**src/rtl/fc_argmax_stage.sv**
```systemverilog
// fc_argmax_stage: captures a packed signed vector on a rising in_done, scans it serially for
// the maximum (lowest index wins ties) and offers class/value on a valid/ready port.
module fc_argmax_stage #(
  parameter int N = 8,
  parameter int W = 8,
  parameter int IDX_W = (N > 1) ? $clog2(N) : 1
) (
  input  logic             clk,
  input  logic             reset,
  input  logic             in_done,
  input  logic [W*N-1:0]   in_vector_flat,
  input  logic             out_ready,
  output logic             out_valid,
  output logic [IDX_W-1:0] out_class,
  output logic [W-1:0]     out_max,
  output logic             busy,
  output logic             overrun
);
  typedef enum logic [1:0] {IDLE, SCAN, HOLD} state_t;
  localparam logic [IDX_W-1:0] LAST = IDX_W'(N - 1);
  state_t state_q, state_d;
  logic done_q, done_d;
  logic [W*N-1:0] vec_q, vec_d;
  logic [IDX_W-1:0] idx_q, idx_d, best_idx_q, best_idx_d, out_class_q, out_class_d;
  logic [W-1:0] best_q, best_d, out_max_q, out_max_d;
  logic out_valid_q, out_valid_d, busy_q, busy_d, overrun_q, overrun_d;
  logic [W-1:0] elem [N];
  logic rise, take;
  logic [W-1:0] cur, nbest;
  logic [IDX_W-1:0] nidx;
  for (genvar g = 0; g < N; g++) begin : g_elem
    assign elem[g] = vec_q[g*W +: W];
  end
  assign rise  = in_done && !done_q;
  assign cur   = elem[idx_q];
  assign take  = $signed(cur) > $signed(best_q);
  assign nbest = take ? cur : best_q;
  assign nidx  = take ? idx_q : best_idx_q;
  always_comb begin
    state_d     = state_q;
    done_d      = in_done;
    vec_d       = vec_q;
    idx_d       = idx_q;
    best_d      = best_q;
    best_idx_d  = best_idx_q;
    out_valid_d = out_valid_q;
    out_class_d = out_class_q;
    out_max_d   = out_max_q;
    overrun_d   = overrun_q || (rise && state_q != IDLE);
    case (state_q)
      IDLE: if (rise) begin
        vec_d       = in_vector_flat;
        best_d      = in_vector_flat[W-1:0];
        best_idx_d  = '0;
        idx_d       = IDX_W'(1);
        state_d     = (N == 1) ? HOLD : SCAN;
        out_valid_d = (N == 1) ? 1'b1 : out_valid_q;
        out_class_d = (N == 1) ? '0 : out_class_q;
        out_max_d   = (N == 1) ? in_vector_flat[W-1:0] : out_max_q;
      end
      SCAN: begin
        best_d     = nbest;
        best_idx_d = nidx;
        if (idx_q == LAST) begin
          out_class_d = nidx;
          out_max_d   = nbest;
          out_valid_d = 1'b1;
          state_d     = HOLD;
        end else begin
          idx_d = idx_q + IDX_W'(1);
        end
      end
      HOLD: if (out_valid_q && out_ready) begin
        out_valid_d = 1'b0;
        state_d     = IDLE;
      end
      default: state_d = IDLE;
    endcase
    busy_d = state_d != IDLE;
  end
  always_ff @(posedge clk) begin
    if (reset) begin
      state_q     <= IDLE;
      done_q      <= 1'b0;
      vec_q       <= '0;
      idx_q       <= '0;
      best_q      <= '0;
      best_idx_q  <= '0;
      out_valid_q <= 1'b0;
      out_class_q <= '0;
      out_max_q   <= '0;
      busy_q      <= 1'b0;
      overrun_q   <= 1'b0;
    end else begin
      state_q     <= state_d;
      done_q      <= done_d;
      vec_q       <= vec_d;
      idx_q       <= idx_d;
      best_q      <= best_d;
      best_idx_q  <= best_idx_d;
      out_valid_q <= out_valid_d;
      out_class_q <= out_class_d;
      out_max_q   <= out_max_d;
      busy_q      <= busy_d;
      overrun_q   <= overrun_d;
    end
  end
  assign out_valid = out_valid_q;
  assign out_class = out_class_q;
  assign out_max   = out_max_q;
  assign busy      = busy_q;
  assign overrun   = overrun_q;
endmodule

```
**config.mk**
```make
export PLATFORM = sky130hd
export DESIGN_NAME = fc_argmax_stage
export DESIGN_NICKNAME = d
export VERILOG_FILES = /design/src/rtl/fc_argmax_stage.sv
export SDC_FILE = /design/constraint.sdc
export NUM_CORES = 1
export LEC_CHECK = 0
export BUFFER_PORTS_ARGS = -buffer_cell sky130_fd_sc_hd__clkbuf_2
export CORE_UTILIZATION = 56
export DETAILED_ROUTE_END_ITERATION = 8
export PLACE_DENSITY = 0.79
export SETUP_SLACK_MARGIN = 0.15
export SYNTH_ARGS = -nofsm -noshare
export SYNTH_HDL_FRONTEND = slang
export SYNTH_SLANG_ARGS = --single-unit
export TNS_END_PERCENT = 1
```
**constraint.sdc**
```tcl
create_clock -name clk -period 3.32 [get_ports clk]
set_input_delay 0.498 -clock clk [delete_from_list [all_inputs] [get_ports clk]]
set_output_delay 0.498 -clock clk [all_outputs]
set_load 0.005 [all_outputs]
```
==> run metrics, run 1 <==
H-tree Lvls=3; clock root cell=clkbuf_8; R2R depth=11; crit path capture=out_max[5]$_SDFFE_PP0P_; Post-Syn Instances=548; IO Count=82; post-route cell area=5250 µm²; Hold WS=0.339 ns; Final Hold Viols=0; CP required=3.59 ns; layout net count=693; placed wire-length estimate=7590 µm; die footprint=8500 µm²; Worst Tran Pin Value=0.634 ns; Via Count=4,047; Pwr Density=504 nW/µm²; Period minus WS final=3.06 ns; GPL Wtd Cong=0.853; Max Freq=0.327 GHz; Layout Utilization=0.672; setup_tns=0 ns; crit path DAT=3.33 ns; # setup viols final=0; Synth Register Bits=95; Remaining DRCs=1; worst-path fanout max=21; Worst Setup SP=idx_q[1]$_SDFFE_PP0P_; syn nets=630; Area Overhead vs Synth=15.2%; first-pass GRT wire length=17,500 µm; clock skew=0.0141 ns; Reg-to-Reg Start=idx_q[1]$_SDFFE_PP0P_; number of synthesized flops with an enable pin=0; Clk Latency, worst-skew pair=0.36 ns; routed len/inst=15.0 µm; Warnings, synthesis=0; final wirelength=10,800 µm; number of global-route vias before repair=3,750; status=finished, violations left; Final period util=0.921; Tightest Hold Check Type=in -> reg; Starting Density=0.583; ys async rst share=0; clk slew on worst S/H paths=0.10 ns; gr ovfl total=0; I/O Buffers=81; crit path capture type=flop; CTS tree=yes; r2r setup slk=0.26 ns; iteration-0 DRC count of the detailed router=193; Avg Cell Area, Syn=8.31 µm²; Die W=92.2 µm; Max-Cap Viols=0; RSZ-0062 raised after global routing=no; startpoint types=flop; # clock sinks=95; Hold Buf Count CTS=0; Antenna Cells=0; Lkg Pwr=2.02 nW; Slew Viols, Final=0; initial antenna violation count=0; Worst R2R End=out_max[5]$_SDFFE_PP0P_; VDD IR max=0.000260 V; Slew Limit Headroom=0.578; Die Ht=92.2 µm; Synth Flop Type=dfxtp_1; first-pass detailed-route iteration total=7; number of buffers created by CTS=9; Netlist cell types=49; number of placement rows=32; CTS Buffer Depth=2; failing checks=design-rule violations; share of cells above drive strength 1=0.227; DRT antenna net count=0; Area after DPL=4980 µm²; Total GRT Usage=0.258; Netlist Area Pre-Place=4550 µm²; type of the worst setup path=reg -> reg; largest net degree at the start of global routing=65; Seq/Total Area, Yosys=0.418; Core Footprint=7810 µm²; routed vias/inst=5.64
-- Yosys cell counts, types with 2 or more instances --
master	number	area share
nand3b_1	2	0.0033
ha_1	14	0.038
nor3_1	2	0.0022
mux2_1	10	0.025
buf_2	6	0.0066
nor2b_1	4	0.0055
a31oi_1	8	0.011
mux2i_1	16	0.035
a32o_1	3	0.0066
nand4_1	2	0.0027
nor2_1	25	0.021
buf_12	2	0.0088
inv_1	11	0.0091
a21oi_1	69	0.076
nand2b_1	7	0.0096
o211ai_1	9	0.015
o311a_1	4	0.0088
buf_4	3	0.0049
or2_2	2	0.0027
nand2_1	142	0.12
clkbuf_1	28	0.023
buf_1	3	0.0025
a221oi_2	7	0.023
or3_1	14	0.019
buf_6	2	0.0049
a22oi_1	2	0.0033
a32oi_1	8	0.015
o21ai_0	3	0.0033
o22ai_1	9	0.012
dfxtp_1	95	0.42
mux2_2	6	0.015
a211oi_1	2	0.0033
a311oi_1	7	0.013
o21ai_1	6	0.0066
-- layer usage --
metal	global-route usage	routed length, µm
met1	0.332	4770
met2	0.439	5260
met3	0.0373	589
met4	0.0911	172
met5	0	0
-- cells in the final DEF, fill, tap and decap left out, types with 2 or more instances in the layout --
cell and instances:
a211oi_1 2, a21oi_1 69, a221oi_2 7, a22oi_1 2, a311oi_1 7, a31oi_1 7
a32o_1 3, a32oi_1 8, buf_4 13, bufinv_16 2, clkbuf_2 81, clkbuf_8 9
dfxtp_1 93, ha_1 14, inv_1 11, inv_6 2, mux2_1 10, mux2_2 6
mux2i_1 16, nand2_1 142, nand2b_1 6, nand3b_1 2, nand4_1 2, nor2_1 24
nor2b_1 3, nor3_1 2, o211ai_1 9, o21ai_0 3, o21ai_1 6, o22ai_1 8
o311a_1 4, or2_2 2, or3_1 14
-- critical path, stage by stage (launching register included) --
cell and delay (ns):
dfxtp_4 0.43, buf_12 0.17, mux2_2 0.35, o22ai_1 0.26, a221oi_2 0.11, ha_1 0.32, nor2b_1 0.14, o211ai_1 0.19
a21oi_2 0.14, buf_4 0.22, or3_1 0.35, a311oi_1 0.29
-- cells by family after synthesis --
kind of cell,synth area share
and+or+nand+nor,0.193
AOI/OAI and AO/OA,0.217
DFF,0.418
buffers and inverters,0.0599
muxes,0.0747
adders and majority gates,0.0385
-- power breakdown --
group / switching (mW) / internal, mW / leakage [nW]
logic: 0.328 / 0.214 / 1.13
registers: 0.0429 / 1.20 / 0.778
clock network: 0.423 / 0.429 / 0.107
total: 0.794 / 1.85 / 2.02
-- registers in the layout, indices dropped and copies added (netlist names) --
signal / count
done_q: 1
state_q: 2
overrun: 1
idx_q: 3
out_max: 8
out_class: 3
busy: 1
out_valid: 1
best_idx_q: 3
vec_q: 64
best_q: 8
-- per-stage QoR --
step | setup slack, ns | cells | power [mW]
finish | 0.262 | 718 | 2.64
global route | 0.151 | 718 | 2.76
CTS | 0.183 | 716 | 2.64
floorplan | 0.645 | 548 | 1.63
detailed placement | 0.110 | 700 | 1.80
global placement | 0.220 | 700 | 1.78
-- area by class of cell --
class	instances	area (µm²)
sequential	95	1910
multi-input combinational	398	2400
tap	102	128
inverter	11	41.3
clock inverter	6	90.1
fill	654	2560
clock buffer	10	128
timing repair buffer	96	548
-- timing repair --
item	CTS	global route
buffers inserted	0	1
gates resized for setup	1	5
setup endpoints to repair	11	22
pin swaps	0	1
cloned	0	1
-- how the worst min path moves through the flow --
stage | depth (start not counted) | startpoint | slack (ns) | end
3_3_place_gp | 2 | vec_q[36]$_SDFFE_PP0P_ | 0.44 | vec_q[36]$_SDFFE_PP0P_
5_1_grt | 3 | in_vector_flat[10] | 0.34 | vec_q[10]$_SDFFE_PP0P_
2_1_floorplan | 2 | vec_q[33]$_SDFFE_PP0P_ | 0.43 | vec_q[33]$_SDFFE_PP0P_
6_report | 3 | in_vector_flat[42] | 0.34 | vec_q[42]$_SDFFE_PP0P_
4_1_cts | 3 | in_vector_flat[10] | 0.33 | vec_q[10]$_SDFFE_PP0P_
3_5_place_dp | 2 | vec_q[15]$_SDFFE_PP0P_ | 0.45 | vec_q[15]$_SDFFE_PP0P_
No activity file was read; power rests on OpenSTA's default activity.
==> run 2, diff against run 1 <==
--- a/config.mk
+++ b/config.mk
@@ -5,10 +5,10 @@
 export SDC_FILE = /design/constraint.sdc
 export NUM_CORES = 1
 export LEC_CHECK = 0
-export BUFFER_PORTS_ARGS = -buffer_cell sky130_fd_sc_hd__clkbuf_2
-export CORE_UTILIZATION = 56
+export CORE_UTILIZATION = 63
 export DETAILED_ROUTE_END_ITERATION = 8
-export PLACE_DENSITY = 0.79
+export DONT_BUFFER_PORTS = 1
+export PLACE_DENSITY = 0.78
 export SETUP_SLACK_MARGIN = 0.15
 export SYNTH_ARGS = -nofsm -noshare
 export SYNTH_HDL_FRONTEND = slang
==> run 2 against run 1 <==
Compared with the run above: the flow now finishes without violations; power decreased by 2.1%; fmax increased by 1.5%; flip-flop and latch count unchanged; via count decreased by 5.8%; worst setup slack improved by 0.046 ns; final cell count decreased by 12%; clock-buffer cell count unchanged; critical path type unchanged; critical endpoint is now out_max[4]$_SDFFE_PP0P_.
==> run metrics, run 2 (synthesis gave the netlist of run 1 again) <==
clk slew on worst S/H paths=0.09 ns (about the same); Worst Tran Pin Value=0.808 ns (+0.175 ns); die footprint=7570 µm² (-11%); startpoint types=flop; layout net count=611 (-12%); Top reg by flops=vec_q; setup_tns=0 ns (unchanged); Via Count=3,814 (-5.8%); H-tree Lvls=3 (unchanged); Inst Count DP=611 (-13%); critical-path cell list=buf_12, mux2_1, o22ai_1, a221oi_2, ha_1, nand4_1, o22ai_2, a31oi_4, buf_4, or3_1, a311oi_1; commonest cells after routing, fill and taps aside=nand2_1, dfxtp_1, a21oi_1, nor2_1, mux2i_1; R2R depth=11 (unchanged); total power=2.59 mW (-2.1%); # setup viols final=0 (unchanged); number of flip-flops in the largest register=64 (unchanged); number of buffers created by CTS=9 (unchanged); share of cells above drive strength 1=0.110 (-0.117); Worst R2R End=out_max[4]$_SDFFE_PP0P_; number of global-route vias before repair=3,477 (-7.3%); Crit path largest cell delay=0.40 ns (-0.03 ns); first-pass detailed-route iteration total=5 (-2); Clk Latency, worst-skew pair=0.37 ns (about the same); crit path DAT=3.29 ns (-0.04 ns); DRT antenna net count=0 (unchanged); clock skew=0.00773 ns (-0.00636 ns); status=complete, no violations; Die Ht=87.0 µm (-5.6%); non-filler instance count after layout=630 (-12%); number of placement rows=30 (-6.3%); Slew Limit Headroom=0.460 (-0.118); placed wire-length estimate=7150 µm (-5.7%); gr ovfl total=0 (unchanged); Period minus WS final=3.01 ns (-0.0456 ns); Core Footprint=6910 µm² (-12%); commonest non-fill, non-tap cell in the layout=nand2_1; Max Freq=0.332 GHz (+1.5%); IO Count=82 (unchanged); Lkg Pwr=1.68 nW (-17%); RSZ-0062 raised after global routing=no; Antenna Cells=0 (unchanged); Crit-path slowest cell=dfxtp_2; iteration-0 DRC count of the detailed router=300 (+55%); type of the worst setup path=reg -> reg; Pwr Density=532 nW/µm² (+5.7%); Reg-to-Reg Start=idx_q[1]$_SDFFE_PP0P_; largest net degree at the start of global routing=95 (+46%); routed vias/inst=6.05 (+7.4%); Hold Buf Count CTS=0 (unchanged); Slew Viols, Final=0 (unchanged); VDD IR max=0.000330 V (+27%); CTS Buffer Depth=2 (unchanged); first-pass GRT wire length=16,500 µm (-5.5%); initial antenna violation count=0 (unchanged); Starting Density=0.659 (+0.0761); r2r setup slk=0.31 ns (+0.05 ns); clock root cell=clkbuf_8; Die W=87.0 µm (-5.6%); CP required=3.60 ns (about the same); routed len/inst=16.8 µm (+12%); Remaining DRCs=0 (-1); Final Hold Viols=0 (unchanged); I/O Buffers=0 (-100%); Area Overhead vs Synth=6.73%; Tightest Hold Check Type=in -> reg; Final period util=0.907 (-0.0137); # clock sinks=95 (unchanged); CTS tree=yes; GPL Wtd Cong=0.912 (+6.9%); final wirelength=10,600 µm (-1.6%); Total GRT Usage=0.284 (+0.0260); Worst Setup SP=idx_q[1]$_SDFFE_PP0P_; Max-Cap Viols=0 (unchanged); crit path capture type=flop; crit path capture=out_max[4]$_SDFFE_PP0P_; worst-path fanout max=16 (-24%)
==> run 2: layer usage <==
layer / global-route usage / vias to the layer above / share of wire / routed length [µm]
met5: 0 / - / 0 / 0
met4: 0.114 / 0 / 0.017 / 183
met3: 0.0436 / 19 / 0.061 / 650
met2: 0.483 / 138 / 0.49 / 5180
met1: 0.360 / 1771 / 0.43 / 4590
li1: - / 1886 / - / -
==> run 2: worst min-delay path by stage <==
stage                           startpoint                      end  slack, ns  cells past startpoint
global route                         reset   best_q[1]$_SDFFE_PP0P_       0.19                      1
detailed placement   vec_q[8]$_SDFFE_PP0P_    vec_q[8]$_SDFFE_PP0P_       0.44                      2
floorplan           vec_q[33]$_SDFFE_PP0P_   vec_q[33]$_SDFFE_PP0P_       0.43                      2
CTS                                  reset  out_max[7]$_SDFFE_PP0P_       0.18                      1
finish                               reset   vec_q[53]$_SDFFE_PP0P_       0.19                      1
global placement    vec_q[47]$_SDFFE_PP0P_   vec_q[47]$_SDFFE_PP0P_       0.44                      2
==> run 2: area by class of cell <==
class / count / area [µm²]
sequential: 95 / 1900
clock buffer: 10 / 128
multi-input combinational: 398 / 2430
fill: 580 / 2050
tap: 96 / 120
inverter: 11 / 41.3
timing repair buffer: 14 / 148
clock inverter: 6 / 92.6
==> run 2: where the power goes <==
part	total (mW)	internal [mW]	switching (mW)
sequential	1.25	1.20	0.0433
combinational	0.499	0.188	0.310
clock	0.841	0.428	0.412
total	2.59	1.82	0.766
==> run 2: stage by stage <==
stage / hold WS [ns] / util / setup WS, ns / cell area [µm²]
5_1_grt: 0.190 / 0.704 / 0.107 / 4860
4_1_cts: 0.183 / 0.694 / 0.182 / 4800
3_3_place_gp: 0.436 / 0.661 / 0.204 / 4560
2_1_floorplan: 0.432 / - / 0.645 / 4550
3_5_place_dp: 0.439 / 0.661 / 0.0237 / 4560
6_report: 0.190 / 0.704 / 0.308 / 4860
==> run 2: critical path, delay by kind of cell (launching register included) <==
kind,cells,cell delay [ns]
mux,1,0.36
compound gates,5,0.89
simple gates,2,0.46
buf+inv,2,0.42
fa+ha+maj,1,0.39
flops,1,0.40
==> run 2: what timing repair did <==
item | in CTS | in global routing
pin swaps | 0 | 2
resized for setup | 2 | 7
endpoints found under the setup margin | 19 | 20
cloned | 0 | 1
setup buffers | 0 | 2
